File: config.mk
export PLATFORM = sky130hd
export DESIGN_NAME = vga_timing_gen_param
export DESIGN_NICKNAME = d
export VERILOG_FILES = /design/src/rtl/vga_timing_gen_param.sv
export SDC_FILE = /design/constraint.sdc
export NUM_CORES = 1
export LEC_CHECK = 0
export BUFFER_PORTS_ARGS = -buffer_cell sky130_fd_sc_hd__buf_4
export CAP_MARGIN = 0
export CORE_MARGIN = 1
export CORE_UTILIZATION = 30
export DETAILED_ROUTE_END_ITERATION = 8
export PLACE_DENSITY_LB_ADDON = 0.12
export SLEW_MARGIN = 20
export SYNTH_ARGS = -nofsm -noshare
export SYNTH_HDL_FRONTEND = slang
export SYNTH_SLANG_ARGS = --single-unit
export TNS_END_PERCENT = 10
File: constraint.sdc
create_clock -name Clock -period 2.5 [get_ports Clock]
set_input_delay 0.5 -clock Clock [delete_from_list [all_inputs] [get_ports Clock]]
set_output_delay 0.5 -clock Clock [all_outputs]
set_load 0.005 [all_outputs]
File: src/rtl/vga_timing_gen_param.sv
// Parametrised VGA timing generator with a pixel-request stage that runs
// PIX_LAT pixel ticks ahead of the sync/blank/RGB outputs to the video DAC.
module vga_timing_gen_param #(
  parameter int unsigned CLK_DIV = 2,
  parameter int unsigned COLOR_W = 10,
  parameter int unsigned H_SYNC  = 96,
  parameter int unsigned H_BP    = 48,
  parameter int unsigned H_ACT   = 640,
  parameter int unsigned H_FP    = 16,
  parameter int unsigned V_SYNC  = 2,
  parameter int unsigned V_BP    = 33,
  parameter int unsigned V_ACT   = 480,
  parameter int unsigned V_FP    = 10,
  parameter bit          H_POL   = 1'b0,
  parameter bit          V_POL   = 1'b0,
  parameter int unsigned PIX_LAT = 2,
  parameter int unsigned CNT_W   = 10
) (
  input  logic               Clock,
  input  logic               Resetn,
  input  logic               Enable,
  input  logic [COLOR_W-1:0] iRed,
  input  logic [COLOR_W-1:0] iGreen,
  input  logic [COLOR_W-1:0] iBlue,
  output logic               oReq,
  output logic [CNT_W-1:0]   oCoord_X,
  output logic [CNT_W-1:0]   oCoord_Y,
  output logic               oLine_Start,
  output logic               oFrame_Start,
  output logic               oPix_Tick,
  output logic [COLOR_W-1:0] oVGA_R,
  output logic [COLOR_W-1:0] oVGA_G,
  output logic [COLOR_W-1:0] oVGA_B,
  output logic               oVGA_H_SYNC,
  output logic               oVGA_V_SYNC,
  output logic               oVGA_BLANK,
  output logic               oVGA_SYNC,
  output logic               oVGA_CLOCK
);

  localparam int unsigned H_TOTAL = H_SYNC + H_BP + H_ACT + H_FP;
  localparam int unsigned V_TOTAL = V_SYNC + V_BP + V_ACT + V_FP;
  localparam int unsigned H_ACT_S = H_SYNC + H_BP;
  localparam int unsigned H_ACT_E = H_ACT_S + H_ACT;
  localparam int unsigned V_ACT_S = V_SYNC + V_BP;
  localparam int unsigned V_ACT_E = V_ACT_S + V_ACT;
  localparam int unsigned DIV_W   = (CLK_DIV > 1) ? $clog2(CLK_DIV) : 1;
  localparam int unsigned F_HS    = 2;
  localparam int unsigned F_VS    = 1;
  localparam int unsigned F_ACT   = 0;

  if (CLK_DIV < 1 || PIX_LAT < 1 ||
      64'(H_TOTAL - 1) >= (64'd1 << CNT_W) ||
      64'(V_TOTAL - 1) >= (64'd1 << CNT_W)) begin : g_param_check
    $error("vga_timing_gen_param: illegal parameter set");
  end

  logic [DIV_W-1:0]          div_cnt;
  logic [CNT_W-1:0]          h_cnt;
  logic [CNT_W-1:0]          v_cnt;
  logic [PIX_LAT-1:0][2:0]   dly;
  logic [2:0]                tail_c;
  logic                      tick_c;
  logic                      h_wrap_c;
  logic                      v_wrap_c;
  logic                      hsync_c;
  logic                      vsync_c;
  logic                      act_c;

  assign tick_c   = Enable && (32'(div_cnt) == CLK_DIV - 1);
  assign h_wrap_c = (32'(h_cnt) == H_TOTAL - 1);
  assign v_wrap_c = (32'(v_cnt) == V_TOTAL - 1);
  assign hsync_c  = (32'(h_cnt) < H_SYNC);
  assign vsync_c  = (32'(v_cnt) < V_SYNC);
  assign act_c    = (32'(h_cnt) >= H_ACT_S) && (32'(h_cnt) < H_ACT_E) &&
                    (32'(v_cnt) >= V_ACT_S) && (32'(v_cnt) < V_ACT_E);
  assign tail_c   = dly[PIX_LAT-1];

  assign oVGA_SYNC  = 1'b0;
  assign oVGA_CLOCK = Clock;

  // Pixel-tick divider and raster counters
  always_ff @(posedge Clock or negedge Resetn) begin
    if (!Resetn) begin
      div_cnt <= '0;
      h_cnt   <= '0;
      v_cnt   <= '0;
    end else if (!Enable) begin
      div_cnt <= '0;
      h_cnt   <= '0;
      v_cnt   <= '0;
    end else begin
      div_cnt <= tick_c ? '0 : div_cnt + DIV_W'(1);
      if (tick_c) begin
        h_cnt <= h_wrap_c ? '0 : h_cnt + CNT_W'(1);
        if (h_wrap_c) v_cnt <= v_wrap_c ? '0 : v_cnt + CNT_W'(1);
      end
    end
  end

  // Request stage: strobes last one Clock cycle, coordinates hold between ticks
  always_ff @(posedge Clock or negedge Resetn) begin
    if (!Resetn) begin
      oReq         <= 1'b0;
      oCoord_X     <= '0;
      oCoord_Y     <= '0;
      oLine_Start  <= 1'b0;
      oFrame_Start <= 1'b0;
      oPix_Tick    <= 1'b0;
    end else if (!Enable) begin
      oReq         <= 1'b0;
      oCoord_X     <= '0;
      oCoord_Y     <= '0;
      oLine_Start  <= 1'b0;
      oFrame_Start <= 1'b0;
      oPix_Tick    <= 1'b0;
    end else begin
      oReq         <= 1'b0;
      oLine_Start  <= 1'b0;
      oFrame_Start <= 1'b0;
      oPix_Tick    <= tick_c;
      if (tick_c) begin
        oReq         <= act_c;
        oCoord_X     <= act_c ? h_cnt - CNT_W'(H_ACT_S) : '0;
        oCoord_Y     <= act_c ? v_cnt - CNT_W'(V_ACT_S) : '0;
        oLine_Start  <= (h_cnt == '0);
        oFrame_Start <= (h_cnt == '0) && (v_cnt == '0);
      end
    end
  end

  // Flag delay line aligning sync/blank with the pixel source latency
  always_ff @(posedge Clock or negedge Resetn) begin
    if (!Resetn) begin
      dly <= '0;
    end else if (!Enable) begin
      dly <= '0;
    end else if (tick_c) begin
      for (int i = int'(PIX_LAT) - 1; i > 0; i--) dly[i] <= dly[i-1];
      dly[0] <= {hsync_c, vsync_c, act_c};
    end
  end

  // Display stage driving the DAC
  always_ff @(posedge Clock or negedge Resetn) begin
    if (!Resetn) begin
      oVGA_H_SYNC <= ~H_POL;
      oVGA_V_SYNC <= ~V_POL;
      oVGA_BLANK  <= 1'b0;
      oVGA_R      <= '0;
      oVGA_G      <= '0;
      oVGA_B      <= '0;
    end else if (!Enable) begin
      oVGA_H_SYNC <= ~H_POL;
      oVGA_V_SYNC <= ~V_POL;
      oVGA_BLANK  <= 1'b0;
      oVGA_R      <= '0;
      oVGA_G      <= '0;
      oVGA_B      <= '0;
    end else if (tick_c) begin
      oVGA_H_SYNC <= tail_c[F_HS] ? H_POL : ~H_POL;
      oVGA_V_SYNC <= tail_c[F_VS] ? V_POL : ~V_POL;
      oVGA_BLANK  <= tail_c[F_ACT];
      oVGA_R      <= tail_c[F_ACT] ? iRed   : '0;
      oVGA_G      <= tail_c[F_ACT] ? iGreen : '0;
      oVGA_B      <= tail_c[F_ACT] ? iBlue  : '0;
    end
  end

endmodule

**Word level (Yosys, flattened, before mapping)**

Cells that the tools add are included.

- Mux-type cells: 41
- $lt $le $gt $ge: 6
- Add/sub/neg operators: 5
- Equal/unequal tests: 4
- Reductions and logical operators: 8

Operators with widths:

| kind | count |
|---|---|
| $mux W10 | 22 |
| $add A10 B1 Y10 const B | 2 |
| $eq A10 B10 Y1 const B | 2 |
| $logic_not A10 Y1 | 2 |
| $lt A10 B10 Y1 const B | 2 |
| $mux W1 | 17 |
| $mux W6 | 2 |
| $ge A10 B6 Y1 const B | 1 |
| $ge A10 B8 Y1 const B | 1 |
| $lt A10 B2 Y1 const B | 1 |
| $lt A10 B7 Y1 const B | 1 |
| $sub A10 B6 Y10 const B | 1 |
| $sub A10 B8 Y10 const B | 1 |
| $logic_and A1 B1 Y1 | 5 |
| $ne A2 B1 Y1 const B | 2 |
| $reduce_and A2 Y1 | 1 |
| $add A1 B1 Y1 const B | 1 |

- Flip-flop bits (word level): 84
- Input port bits: 33
- Output and inout bits: 59
- Logic and storage cells: 81

**Depth between registers and ports, before layout**

- Word-level depth: 7
- Gate-level depth with buffers: 7
- Depth with buffers taken out: 6

==> flow_metrics.py <==
metrics = {
    "floorplan": {
        "die_y_um": 114.5,
        "dieWidth_um": 114.5,
        "pin_count": 92,
        "core_region_area_um2": 12160,
        "row_count": 40,
        "start_util": 0.3123,
        "fp.dieArea_um2": 13120,
    },
    "grt": {
        "grt_util_met1": 0.2090,
        "grt_pass1_wl_um": 15000,
        "busiest_layer": "met2",
        "track_usage": 0.1533,
        "grtUsageMet3": 0.02806,
        "grt_util_met2": 0.2222,
        "grt_antenna_before_repair": 0,
        "grt_pass1_vias": 2763,
        "grt_max_degree": 47,
        "grt-ovfl-total": 0,
    },
    "timing": {
        "tightest_slew_ps": 504.4,
        "maxSlewHeadroom": 0.6591,
        "finalCritPeriodShare": 0.8738,
        "setup_violations": 0,
        "maxSlewViolCount": 0,
        "hold_slack_ps": 21.15,
        "setup-tns-final_ps": 0,
        "hold_viol_final": 0,
        "rsz0062_at_grt": "false",
        "finalClockSkew_ps": 9.918,
        "max_freq_mhz": 457.8,
        "fin_crit_ps": 2185,
    },
    "route": {
        "drtIter0Drc": 112,
        "drtPass1Iterations": 4,
        "route.antenna.remaining_nets": 0,
        "vias": 2871,
        "vias_per_cell": 4.850,
        "wl_um": 9356,
        "drc_errors": 0,
        "post_drt_wl_per_cell_um": 15.80,
    },
    "yosys": {
        "synth_top_flop_cell": "dfrtp_1",
        "synth_area_um2": 3799,
        "synth-seq-cells": 84,
        "synthArstFlopShare": 1.000,
        "avgSynthCellArea_um2": 11.48,
        "netlist_top_cells_area": "dfrtp_1, a22o_1, ha_1",
        "yosysWarnings": 0,
        "synth_top_area_frac": 0.5402,
        "postSynthNetCount": 372,
        "synth_top_cell_by_area": "dfrtp_1",
        "synth_cell_types": 51,
        "synth_edf_count": 0,
        "postSynthCellCount": 331,
        "seq_area_frac_synth": 0.5540,
    },
    "clock_tree": {
        "cts_tree": "done",
        "clkTransAtPathRegs_ps": 70,
        "post-cts-setup-buffers": 0,
        "postCtsHoldBufs": 0,
        "post_cts_resized": 0,
        "clk_latency_ps": 460,
    },
    "placement": {
        "post_dp_cell_area_um2": 4638,
        "place.gp.congestion": 0.7751,
        "portBuffers": 90,
        "dp_hpwl_um": 6438,
    },
    "worst_setup_path": {
        "cpLargestDelayFamily": "simple AND/OR/NAND/NOR gates",
        "crit_buf_inv": 0,
        "critPathKind": "flop to flop",
        "cp_max_fo": 9,
        "max_stage_delay_ps": 590,
        "critPathLaunchType": "flop",
        "crit_path_end_kind": "flop",
        "crit_chain": "or4_4, o41ai_4, nor2_1, a22o_2",
        "crit_required_ps": 2840,
        "slowest_stage": "or4_4",
        "cp_data_arrival_time_ps": 2520,
    },
    "power": {
        "p_int_uw": 2369,
        "ir_worst_vdd_uv": 422.1,
        "clkPwrFrac": 0.491,
        "p_comb_frac": 0.057,
        "p_sw_frac": 0.2298,
        "net-switching-power_uw": 706.8,
        "power.leakage_uw": 0.002448,
        "p_per_area_nw_per_um2": 616.1,
        "power_frac_seq": 0.452,
    },
    "final_layout": {
        "finalInstanceArea_um2": 4992,
        "fillCellCount": 1182,
        "layout.nets": 460,
        "final_cell_mix": "buf_4, dfrtp_1, a22o_1",
        "mostFrequentLayoutCell": "buf_4",
        "register_area_um2": 2105,
        "synthToLayoutAreaGrowth_pct": 31.42,
        "multi_input_area_um2": 1511,
        "drive_gt1_frac": 0.3231,
        "antenna_cells": 0,
    },
    "job": {
        "maxCapViolCount": 0,
    },
    "status": {
        "outcome": "finished, final reports clean",
    },
    "hold_path": {
        "holdCritPathClass": "input port to asynchronous set/reset pin",
    },
}
## per-layer routing
metal | wire [um] | vias up
met3 | 340 | 16
met1 | 4499 | 1419
met2 | 4263 | 61
met5 | 0 | -
li1 | - | 1375
met4 | 253 | 0
## power by group through the flow
stage / logic [uW] / registers [uW] / clock network (uW)
final: 176 / 1390 / 1510
after global routing: 198 / 1390 / 1630
after CTS: 182 / 1390 / 1560
after detailed placement: 182 / 1410 / 25.9
after global placement: 180 / 1410 / 25.9
after floorplan: 79.5 / 1410 / 25.9
## cells in the mapped netlist (all sizes together) (5+ instances only)
cell / number
nor4: 5
xor2: 11
xnor2: 5
inv: 13
a22o: 56
nor3: 9
ha: 8
nand3: 6
dfrtp: 82
a21oi: 6
nor2: 16
or3: 5
nand2: 24
mux2i: 5
buf: 11
o21ai: 11
clkbuf: 15
## area by class of cell
cell class / instances / share of cell area
Inverter: 13 / 0.009774
Sequential cell: 84 / 0.4216
Timing Repair Buffer: 99 / 0.1514
Clock buffer: 15 / 0.06516
Tap cell: 168 / 0.04211
Multi-Input combinational cell: 208 / 0.3028
Clock inverter: 5 / 0.007268
## state kept, by name (all words and copies together) (netlist names), 3 cells and up
name	cells
h_cnt	10
oCoord_Y	10
oVGA_B	10
dly	3
tail_c	3
oVGA_R	10
oVGA_G	10
oCoord_X	10
v_cnt	10
## final timing paths
check                      startpoint     endpoint  depth (start not counted)  slack, ps
max                          v_cnt[6]     v_cnt[6]                          4        320
min                            Resetn  oCoord_Y[7]                          1         20
max reg2reg                  v_cnt[6]     v_cnt[6]                          4        320
min reg2reg                oVGA_BLANK   oVGA_BLANK                          1        480
max in group asynchronous      Resetn    oVGA_B[3]                          2       1850
min in group Clock           iBlue[2]    oVGA_B[2]                          2        260
## through the flow
stage               total power (uW)  instances  setup slack, ps    util
detailed placement              1622        573            295.0  0.3814
global route                    3219        592            153.9  0.4105
global placement                1620        573            289.2  0.3814
floorplan                       1512        331            455.3       -
finish                          3076        592            315.5  0.4105
CTS                             3127        592            261.0  0.4105
## cell families after synthesis
group | Yosys count | share of synthesized area
muxes | 6 | 0.01614
other | 1 | 0.0009872
buffers and inverters | 39 | 0.04809
and+or+nand+nor | 86 | 0.1196
AOI/OAI and AO/OA | 91 | 0.1980
adders and majority gates | 8 | 0.02635
xor gates and xnor gates | 16 | 0.03689
DFF | 84 | 0.5540
Power figures use the tool's default switching activity.
